**config.mk**
```make
export PLATFORM = sky130hd
export DESIGN_NAME = bridge_target_cmd_arb
export DESIGN_NICKNAME = d
export VERILOG_FILES = /design/src/rtl/bridge_pkg.sv /design/src/rtl/bridge_target_cmd_arb_chk.sv /design/src/rtl/bridge_target_cmd_arb_rr_arbiter.sv /design/src/rtl/bridge_target_cmd_arb.sv
export SDC_FILE = /design/constraint.sdc
export NUM_CORES = 1
export LEC_CHECK = 0
export CORE_AREA = 5 5 173 175
export CTS_CLUSTER_DIAMETER = 50
export DETAILED_ROUTE_END_ITERATION = 8
export DIE_AREA = 0 0 178 180
export PLACE_DENSITY = 0.61
export SLEW_MARGIN = 20
export SYNTH_ARGS = -nofsm -noshare
export SYNTH_HDL_FRONTEND = slang
export SYNTH_SLANG_ARGS = --single-unit
```
**constraint.sdc**
```tcl
create_clock -name clk -period 3.9 [get_ports clk]
set_input_delay 0.585 -clock clk [delete_from_list [all_inputs] [get_ports clk]]
set_output_delay 0.585 -clock clk [all_outputs]
set_load 0.02 [all_outputs]
```
**src/rtl/bridge_pkg.sv**
```systemverilog
// bridge_pkg: shared types and constants for the bridge target-side logic.
//   - target_cmd_arb_state_e : state encoding of the target command arbiter
//   - TGT_CMD_*              : target command words issued by core requesters
//   - TARGET_CMD_TIMEOUT_DEFAULT : default engine-stall abort threshold (cycles)
package bridge_pkg;

    typedef enum logic [1:0] {
        IDLE    = 2'd0,
        ISSUE   = 2'd1,
        WAIT    = 2'd2,
        RESPOND = 2'd3
    } target_cmd_arb_state_e;

    // Target command words (core -> host)
    localparam logic [15:0] TGT_CMD_DATASLOT_OPEN  = 16'h0180;
    localparam logic [15:0] TGT_CMD_DATASLOT_READ  = 16'h0181;
    localparam logic [15:0] TGT_CMD_DATASLOT_WRITE = 16'h0182;
    localparam logic [15:0] TGT_CMD_SAVESTATE_DONE = 16'h0190;
    localparam logic [15:0] TGT_CMD_RTC_GET        = 16'h01A0;

    localparam int TARGET_CMD_TIMEOUT_DEFAULT = 1048576;

endpackage

```
**src/rtl/bridge_target_cmd_arb_chk.sv**
```systemverilog
// bridge_target_cmd_arb_chk: protocol checker for the target command arbiter.
//   Observes grant/response pulses, the issue pulse and the registered
//   command word/param; flags protocol violations.
module bridge_target_cmd_arb_chk
    import bridge_pkg::*;
#(
    parameter int NUM_REQ = 4,
    parameter int PARAM_W = 64
) (
    input logic               clk,
    input logic               reset,
    input logic [1:0]         state,
    input logic [NUM_REQ-1:0] req_grant,
    input logic [NUM_REQ-1:0] rsp_valid,
    input logic               tgt_valid,
    input logic [15:0]        tgt_word,
    input logic [PARAM_W-1:0] tgt_param
);

    a_grant_onehot0: assert property (@(posedge clk) disable iff (reset)
        $onehot0(req_grant));

    a_rsp_onehot0: assert property (@(posedge clk) disable iff (reset)
        $onehot0(rsp_valid));

    // tgt_valid is registered on the ISSUE->WAIT transition
    a_tgt_valid_from_issue: assert property (@(posedge clk) disable iff (reset)
        tgt_valid |-> (state == WAIT) && ($past(state) == ISSUE));

    // word/param are captured on entry to ISSUE and held until back in IDLE
    a_cmd_stable: assert property (@(posedge clk) disable iff (reset)
        (state != IDLE) && ($past(state) != IDLE) |-> $stable(tgt_word) && $stable(tgt_param));

endmodule

```
**src/rtl/bridge_target_cmd_arb_rr_arbiter.sv**
```systemverilog
// rr_arbiter: combinational round-robin arbiter.
//   req   [N]  : request vector
//   ptr   [PW] : index with highest priority; search goes ptr, ptr+1, ... mod N
//   grant [N]  : one-hot grant (all zero when no request)
module rr_arbiter #(
    parameter int N  = 4,
    parameter int PW = (N > 1) ? $clog2(N) : 1
) (
    input  logic [N-1:0]  req,
    input  logic [PW-1:0] ptr,
    output logic [N-1:0]  grant
);

    logic [PW-1:0] idx_s;
    logic          found_s;

    // first set request at or after ptr, wrapping around
    always_comb begin
        grant   = '0;
        idx_s   = '0;
        found_s = 1'b0;
        for (int i = 0; i < N; i++) begin
            idx_s = PW'((int'(ptr) + i) % N);
            if (!found_s && req[idx_s]) begin
                grant[idx_s] = 1'b1;
                found_s      = 1'b1;
            end else begin
                found_s = found_s;
            end
        end
    end

endmodule

```
**src/rtl/bridge_target_cmd_arb.sv**
```systemverilog
// bridge_target_cmd_arb: shares the single target command channel between
// NUM_REQ core requesters with round-robin arbitration, one command in flight.
// Ports:
//   clk, reset            : clock, synchronous active-high reset
//   enable                : gate for new grants (in-flight command unaffected)
//   req_valid/word/param  : per-requester command request (held until grant)
//   req_grant             : one-hot pulse, request captured
//   rsp_valid/result/timeout : one-hot completion pulse to the owner
//   tgt_valid/word/param  : command issue to the target engine
//   tgt_ready/done/result : engine handshake and result
//   tgt_abort             : pulse on engine stall timeout
//   busy                  : high whenever not IDLE
module bridge_target_cmd_arb
    import bridge_pkg::*;
#(
    parameter int NUM_REQ        = 4,
    parameter int PARAM_W        = 64,
    parameter int TIMEOUT_CYCLES = TARGET_CMD_TIMEOUT_DEFAULT,
    parameter int TO_W           = 21
) (
    input  logic                       clk,
    input  logic                       reset,
    input  logic                       enable,
    input  logic [NUM_REQ-1:0]         req_valid,
    input  logic [NUM_REQ*16-1:0]      req_word,
    input  logic [NUM_REQ*PARAM_W-1:0] req_param,
    output logic [NUM_REQ-1:0]         req_grant,
    output logic [NUM_REQ-1:0]         rsp_valid,
    output logic [15:0]                rsp_result,
    output logic                       rsp_timeout,
    output logic                       tgt_valid,
    output logic [15:0]                tgt_word,
    output logic [PARAM_W-1:0]         tgt_param,
    input  logic                       tgt_ready,
    input  logic                       tgt_done,
    input  logic [15:0]                tgt_result,
    output logic                       tgt_abort,
    output logic                       busy
);

    localparam int IW = (NUM_REQ > 1) ? $clog2(NUM_REQ) : 1;
    localparam bit TO_EN = (TIMEOUT_CYCLES != 0);
    localparam logic [TO_W-1:0] TO_LAST = (TIMEOUT_CYCLES == 0) ? '0 : TO_W'(TIMEOUT_CYCLES - 1);

    target_cmd_arb_state_e state_r, state_nxt_s;
    logic [IW-1:0]         rr_r, rr_nxt_s;
    logic [IW-1:0]         owner_r, owner_nxt_s;
    logic [TO_W-1:0]       cnt_r, cnt_nxt_s;
    logic [15:0]           word_r, word_nxt_s;
    logic [PARAM_W-1:0]    param_r, param_nxt_s;
    logic [NUM_REQ-1:0]    grant_r, grant_nxt_s;
    logic [NUM_REQ-1:0]    rsp_valid_r, rsp_valid_nxt_s;
    logic [15:0]           rsp_result_r, rsp_result_nxt_s;
    logic                  rsp_timeout_r, rsp_timeout_nxt_s;
    logic                  tgt_valid_r, tgt_valid_nxt_s;
    logic                  tgt_abort_r, tgt_abort_nxt_s;
    logic                  busy_r;
    logic [NUM_REQ-1:0]    arb_grant_s;
    logic [NUM_REQ-1:0]    owner_onehot_s;

    rr_arbiter #(
        .N  (NUM_REQ),
        .PW (IW)
    ) u_rr_arbiter (
        .req   (req_valid),
        .ptr   (rr_r),
        .grant (arb_grant_s)
    );

    assign owner_onehot_s = {{(NUM_REQ-1){1'b0}}, 1'b1} << owner_r;

    // next-state and next-output decode
    always_comb begin
        state_nxt_s       = state_r;
        rr_nxt_s          = rr_r;
        owner_nxt_s       = owner_r;
        cnt_nxt_s         = cnt_r;
        word_nxt_s        = word_r;
        param_nxt_s       = param_r;
        grant_nxt_s       = '0;
        rsp_valid_nxt_s   = '0;
        rsp_result_nxt_s  = 16'h0000;
        rsp_timeout_nxt_s = 1'b0;
        tgt_valid_nxt_s   = 1'b0;
        tgt_abort_nxt_s   = 1'b0;
        case (state_r)
            IDLE: begin
                if (enable && (|req_valid)) begin
                    state_nxt_s = ISSUE;
                    grant_nxt_s = arb_grant_s;
                    for (int i = 0; i < NUM_REQ; i++) begin
                        if (arb_grant_s[i]) begin
                            word_nxt_s  = req_word[i*16 +: 16];
                            param_nxt_s = req_param[i*PARAM_W +: PARAM_W];
                            owner_nxt_s = IW'(i);
                            rr_nxt_s    = IW'((i + 1) % NUM_REQ);
                        end else begin
                            owner_nxt_s = owner_nxt_s;
                        end
                    end
                end else begin
                    state_nxt_s = IDLE;
                end
            end
            ISSUE: begin
                if (tgt_ready) begin
                    tgt_valid_nxt_s = 1'b1;
                    cnt_nxt_s       = '0;
                    state_nxt_s     = WAIT;
                end else begin
                    state_nxt_s = ISSUE;
                end
            end
            WAIT: begin
                cnt_nxt_s = cnt_r + TO_W'(1);
                // done takes priority over an expiry on the same cycle
                if (tgt_done) begin
                    state_nxt_s      = RESPOND;
                    rsp_valid_nxt_s  = owner_onehot_s;
                    rsp_result_nxt_s = tgt_result;
                end else if (TO_EN && (cnt_r == TO_LAST)) begin
                    state_nxt_s       = RESPOND;
                    tgt_abort_nxt_s   = 1'b1;
                    rsp_valid_nxt_s   = owner_onehot_s;
                    rsp_timeout_nxt_s = 1'b1;
                end else begin
                    state_nxt_s = WAIT;
                end
            end
            RESPOND: begin
                state_nxt_s = IDLE;
            end
            default: begin
                state_nxt_s = IDLE;
            end
        endcase
    end

    // state and registered outputs
    always_ff @(posedge clk) begin
        if (reset) begin
            state_r       <= IDLE;
            rr_r          <= '0;
            owner_r       <= '0;
            cnt_r         <= '0;
            word_r        <= 16'h0000;
            param_r       <= '0;
            grant_r       <= '0;
            rsp_valid_r   <= '0;
            rsp_result_r  <= 16'h0000;
            rsp_timeout_r <= 1'b0;
            tgt_valid_r   <= 1'b0;
            tgt_abort_r   <= 1'b0;
            busy_r        <= 1'b0;
        end else begin
            state_r       <= state_nxt_s;
            rr_r          <= rr_nxt_s;
            owner_r       <= owner_nxt_s;
            cnt_r         <= cnt_nxt_s;
            word_r        <= word_nxt_s;
            param_r       <= param_nxt_s;
            grant_r       <= grant_nxt_s;
            rsp_valid_r   <= rsp_valid_nxt_s;
            rsp_result_r  <= rsp_result_nxt_s;
            rsp_timeout_r <= rsp_timeout_nxt_s;
            tgt_valid_r   <= tgt_valid_nxt_s;
            tgt_abort_r   <= tgt_abort_nxt_s;
            busy_r        <= (state_nxt_s != IDLE);
        end
    end

    assign req_grant   = grant_r;
    assign rsp_valid   = rsp_valid_r;
    assign rsp_result  = rsp_result_r;
    assign rsp_timeout = rsp_timeout_r;
    assign tgt_valid   = tgt_valid_r;
    assign tgt_word    = word_r;
    assign tgt_param   = param_r;
    assign tgt_abort   = tgt_abort_r;
    assign busy        = busy_r;

    bridge_target_cmd_arb_chk #(
        .NUM_REQ (NUM_REQ),
        .PARAM_W (PARAM_W)
    ) u_chk (
        .clk       (clk),
        .reset     (reset),
        .state     (state_r),
        .req_grant (grant_r),
        .rsp_valid (rsp_valid_r),
        .tgt_valid (tgt_valid_r),
        .tgt_word  (word_r),
        .tgt_param (param_r)
    );

endmodule

```
==> impl_metrics.csv, run 1 <==
group,metric,value,unit
yosys,synth_edf_count,0,
floorplan,io_pins,453,
grt,first_global_vias,8084,
pwr,ir_drop,756.1,µV
route,drt_wl_total,32370,µm
route,ant_nets,0,
sta,fmaxAchievable,0.2882,GHz
floorplan,placementRows,62,
sta,final_max_slew_viol_count,0,
worst_setup_path,cp.required,4230,ps
sta,tns,0,ps
route,drc_errors,0,
run_status,status,"completed",
floorplan,die_w,178,µm
route,vias,8170,
yosys,synth_area_per_cell,8.311,µm²
worst_setup_path,cp_slowest_cell,"mux4_2",
pwr,p_leak,5.286,nW
pwr,p_total,9.288,mW
sta,hold_violations,0,
clocking,ctsLongestPathBuffers,2,
layout,layout-drive-gt1-share,0.05099,
worst_setup_path,reg2reg_depth,11,
worst_setup_path,critPathKind,"flop to flop",
floorplan,floorplan.initialDensity,0.2624,
grt,grt_pass1_wl,47650,µm
clocking,cts-root-buf,"clkbuf_16",
clocking,holdBufCountCts,0,
yosys,ys_async_sr_fraction,0,
layout,utilization,0.4585,
clocking,cts.repair.resized,0,
clocking,htreeDepth,4,
pwr,p_per_area,715.5,nW/µm²
layout,fill_cells,2787,
placement,port_buffers,452,
sta,finClkSkew,12.09,ps
yosys,seq_area_frac_synth,0.3611,
layout,layout.nets,1653,
clocking,cts_num_sinks,134,
yosys,syn_area,7430,µm²
worst_setup_path,arrival,3800,ps
yosys,synth_cell_types,47,
placement,gp_congestion,0.8435,
yosys,ys_top_cells_by_area,"dfxtp_1, mux2i_1, a311oi_1",
yosys,yosys.area.top_type,"dfxtp_1",
worst_setup_path,crit_top_cell,"buf_12",
layout,final_cells,1698,
grt,grt_max_degree,102,
clocking,clk_latency,420,ps
worst_setup_path,cp_max_fo,50,
route,wl_per_cell,19.06,µm
route,initialDrtViolationCount,329,
worst_setup_path,path_delay_family,"compound AO/OA/AOI/OAI gates",
worst_setup_path,critPathBufInv,3,
layout,final_common_cell,"clkdlybuf4s50_1",
worst_setup_path,slowest_delay,570,ps
clocking,clkSlewWorstSetupHoldPaths,70,ps
layout,layout_common_cells,"clkdlybuf4s50_1, dfxtp_1, nor2_1, nand2_1, o21ai_0",
sta,period_needed,3470,ps
grt,grt_overflow_total,0,
sta,min_period_over_period,0.8897,
yosys,syn_nets,1246,
yosys,synth_top_area_share,0.3611,
sta,setup_viol,0,
grt,antenna_found_initial,1,
floorplan,die-area,32040,µm²
worst_setup_path,cp_num_cells,11,
yosys,syn_inst,894,
worst_setup_path,worstPathCellList,"inv_1, ha_1, mux4_2, nor2b_1, a22o_1, a221oi_4, buf_12, buf_12, o21ai_0, a21o_1, a311oi_1",
worst_setup_path,cp-start-kind,"flop",
min_path,min_path_cells,2,
sta,rsz0062_at_grt,"false",
floorplan,die_h,180,µm
route,routed_via_density,4.812,
sta,max_slew_margin,0.4718,
layout,n_antenna_cell,0,
yosys,synth_seq_cells,134,
grt,track_usage,0.1921,
placement,place_hpwl,24820,µm
layout,area_growth,74.72,%
min_path,min_path_type,"flop to flop",
worst_setup_path,crit_path_end_kind,"flop",
route,drt-pass1-iter-count,4,
job,drv_cap,0,
sta,tightest_slew,792.3,ps
yosys,yosysWarnings,0,
clocking,cts_setup_buffers,0,
yosys,ys.flop_type,"dfxtp_1",
placement,dp.cells,1666,
clocking,cts_made_buffers,17,
floorplan,coreArea,28310,µm²
clocking,cts_tree,"built",
## worst register-to-register path: stages (launching register included)
cell	delay [ps]
dfxtp_1	480
inv_1	160
ha_1	400
mux4_2	570
nor2b_1	170
a22o_1	220
a221oi_4	360
buf_12	230
buf_12	230
o21ai_0	160
a21o_1	180
a311oi_1	230
## cell usage after synthesis (7+ instances only)
| cell type | instances |
|---|---|
| clkbuf_1 | 44 |
| o21ai_0 | 90 |
| and2_1 | 19 |
| a21oi_1 | 15 |
| buf_4 | 13 |
| nand3_1 | 12 |
| ha_1 | 7 |
| nand2_1 | 101 |
| nor2_1 | 109 |
| buf_2 | 22 |
| a21o_1 | 81 |
| and3_1 | 9 |
| dfxtp_1 | 134 |
| a311oi_1 | 82 |
| mux2i_1 | 81 |
## registers in the layout (all words and copies together) (netlist names)
register	cells
tgt_abort	1
req_grant	4
cnt_r	21
rr_r	2
rsp_valid	4
tgt_param	64
rsp_result	16
tgt_valid	1
state_r	2
tgt_word	16
busy	1
owner_r	2
## routing by layer
| metal | wire (µm) | vias up | global-route usage |
|---|---|---|---|
| met4 | 378 | 2 | 0.04177 |
| met2 | 16690 | 305 | 0.3466 |
| li1 | - | 4077 | - |
| met5 | 13 | - | 0 |
| met3 | 2622 | 21 | 0.06134 |
| met1 | 12660 | 3765 | 0.2202 |
## area by class of cell
| type | count | area, µm² | area share |
|---|---|---|---|
| tap | 384 | 480.5 | 0.03701 |
| inverter | 6 | 22.52 | 0.001735 |
| timing repair buffer | 469 | 4775 | 0.3678 |
| multi-input combinational | 673 | 4387 | 0.3379 |
| clock inverter | 15 | 209.0 | 0.01610 |
| sequential | 134 | 2683 | 0.2067 |
| clock buffer | 17 | 425.4 | 0.03277 |
## stage by stage
step / worst slack [ps] / hold WS (ps) / instance area [µm²]
after floorplan: 800.2 / 448.1 / 7430
after global placement: 363.1 / 470.2 / 12350
after detailed placement: 344.9 / 473.4 / 12350
after CTS: 417.0 / 487.8 / 12980
after global routing: 204.8 / 513.8 / 12980
final: 430.1 / 485.2 / 12980
## power by group
group          switching, mW  internal (mW)  total (mW)
Combinational           2.98           2.59        5.57
Sequential             0.214           1.74        1.96
Clock                  0.724           1.04        1.76
## path summary, 6_finish.rpt
path / start / slack [ps] / endpoint
worst max register to register: rr_r[1]$_SDFFE_PP0P_ / 430 / tgt_param[33]$_SDFFE_PP0P_
worst min-delay path: cnt_r[1]$_SDFFE_PP0P_ / 490 / cnt_r[1]$_SDFFE_PP0P_
worst max-delay path: rr_r[1]$_SDFFE_PP0P_ / 430 / tgt_param[33]$_SDFFE_PP0P_
worst min register to register: cnt_r[1]$_SDFFE_PP0P_ / 490 / cnt_r[1]$_SDFFE_PP0P_
## kinds of logic (layout without fill, tap and decap cells)
| family | after synthesis | in the layout | share of synthesized area |
|---|---|---|---|
| AO/OA/AOI/OAI | 290 | 290 | 0.2750 |
| adder cells (fa/ha/maj) | 7 | 7 | 0.01179 |
| buffers and inverters | 87 | 507 | 0.05423 |
| flip-flops | 134 | 134 | 0.3611 |
| multiplexers | 90 | 90 | 0.1273 |
| AND/OR/NAND/NOR | 286 | 286 | 0.1706 |
Power figures use the tool's default switching activity.
==> run 2, diff against run 1 <==
- CORE_AREA: 5 5 173 175 -> 2 2 175 177
- DIE_AREA: 0 0 178 180 -> 0 0 177 179
- PLACE_DENSITY: 0.61 -> 0.58
==> impl_metrics.csv, run 2 (same netlist as run 1, synthesis figures left out) <==
group,metric,value,unit
clocking,cts_made_buffers,17,
worst_setup_path,worstPathCellList,"inv_1, ha_1, mux4_2, nor2b_1, a22o_1, a221oi_4, buf_12, o21ai_0, a21o_1, a311oi_1",
min_path,min_from,"cnt_r[7]$_SDFFE_PP0P_",
clocking,cts_tree,"built",
sta,finClkSkew,16.18,ps
worst_setup_path,r2r-start,"rr_r[0]$_SDFFE_PP0P_",
layout,area_growth,73.11,%
worst_setup_path,rrSetupSlack,330,ps
sta,setup_viol,0,
layout,utilization,0.4283,
layout,largest_reg_flops,64,
clocking,holdBufCountCts,0,
route,initialDrtViolationCount,323,
pwr,ir_drop,676.0,µV
route,routed_via_density,4.763,
worst_setup_path,critPathLaunch,"rr_r[0]$_SDFFE_PP0P_",
worst_setup_path,slowest_delay,580,ps
floorplan,placementRows,64,
layout,final_common_cell,"clkdlybuf4s50_1",
worst_setup_path,cp-start-kind,"flop",
layout,layout-drive-gt1-share,0.04587,
clocking,clkSlewWorstSetupHoldPaths,70,ps
clocking,htreeDepth,4,
floorplan,io_pins,453,
sta,tightest_slew,685.5,ps
floorplan,coreArea,30030,µm²
clocking,cts.repair.resized,0,
sta,final_max_slew_viol_count,0,
placement,dpl-instance-area,12300,µm²
floorplan,floorplan.initialDensity,0.2474,
grt,first_global_vias,7483,
layout,multi_input_area,4387,µm²
route,drc_errors,0,
layout,finalInstanceArea,12860,µm²
placement,gp_congestion,0.8088,
sta,max_slew_margin,0.5430,
worst_setup_path,cp.required,4230,ps
pwr,p_leak,5.199,nW
layout,layout_common_cells,"clkdlybuf4s50_1, dfxtp_1, nor2_1, nand2_1, o21ai_0",
placement,port_buffers,452,
pwr,p_per_area,693.8,nW/µm²
worst_setup_path,cp_max_fo,96,
placement,place_hpwl,22920,µm
run_status,status,"completed",
sta,min_period_over_period,0.9150,
layout,fill_cells,3007,
worst_setup_path,crit_path_end_kind,"flop",
grt,antenna_found_initial,1,
route,drt_wl_total,30050,µm
sta,hold_violations,0,
floorplan,die_w,177,µm
layout,seq_area,2683,µm²
worst_setup_path,arrival,3900,ps
sta,fmaxAchievable,0.2802,GHz
clocking,clk_latency,420,ps
worst_setup_path,critPathKind,"flop to flop",
worst_setup_path,cp_slowest_cell,"mux4_2",
clocking,cts_setup_buffers,0,
floorplan,die-area,31680,µm²
layout,layout.nets,1647,
layout,n_antenna_cell,0,
min_path,min_path_type,"flop to flop",
floorplan,die_h,179,µm
clocking,ctsLongestPathBuffers,2,
job,drv_cap,0,
grt,grt_max_degree,98,
grt,track_usage,0.1755,
route,drt-pass1-iter-count,5,
clocking,cts_num_sinks,134,
route,ant_nets,0,
sta,period_needed,3569,ps
clocking,cts-root-buf,"clkbuf_16",
sta,tns,0,ps
sta,rsz0062_at_grt,"false",
route,vias,8116,
sta,holdWs,478.1,ps
grt,grt_overflow_total,0,
grt,grt_pass1_wl,42720,µm
route,wl_per_cell,17.63,µm
## run 2: final timing paths
| path | endpoint | depth (start not counted) |
|---|---|---|
| worst min-delay path | cnt_r[7]$_SDFFE_PP0P_ | 2 |
| worst max-delay path | tgt_param[46]$_SDFFE_PP0P_ | 10 |
| worst min register to register | cnt_r[7]$_SDFFE_PP0P_ | 2 |
| worst max register to register | tgt_param[46]$_SDFFE_PP0P_ | 10 |
## run 2: final cells by class
type / instances / area share
clock buffer: 18 / 0.03337
clock inverter: 14 / 0.009923
inverter: 6 / 0.001751
multi-input combinational: 673 / 0.3411
sequential: 134 / 0.2086
tap: 396 / 0.03853
timing repair buffer: 463 / 0.3668
## run 2: metrics by stage
stage	setup slack [ps]	instances	power [mW]
final	331.4	1704	8.923
after global routing	67.06	1704	9.541
after CTS	341.6	1704	9.075
after detailed placement	353.5	1672	7.477
after global placement	413.4	1672	7.427
after floorplan	800.2	894	5.498
## run 2: power by group
part / internal [mW] / switching (mW)
logic: 2.52 / 2.92
clock network: 0.882 / 0.662
registers: 1.74 / 0.202
total: 5.14 / 3.78
## run 2: metal layers
layer  up-vias  track usage  part of all wire
li1       4060            -                 -
met5         -            0           0.00037
met4         2      0.04614             0.016
met2       329       0.3119              0.50
met1      3699       0.2008              0.40
met3        26      0.05874             0.084
## run 2: worst max-delay path, delay by kind of cell (launching register included)
family          cells  cell delay, ps
fa+ha+maj           1             410
compound gates      5            1180
mux                 1             580
simple gates        1             180
flops               1             520
buf+inv             2             520
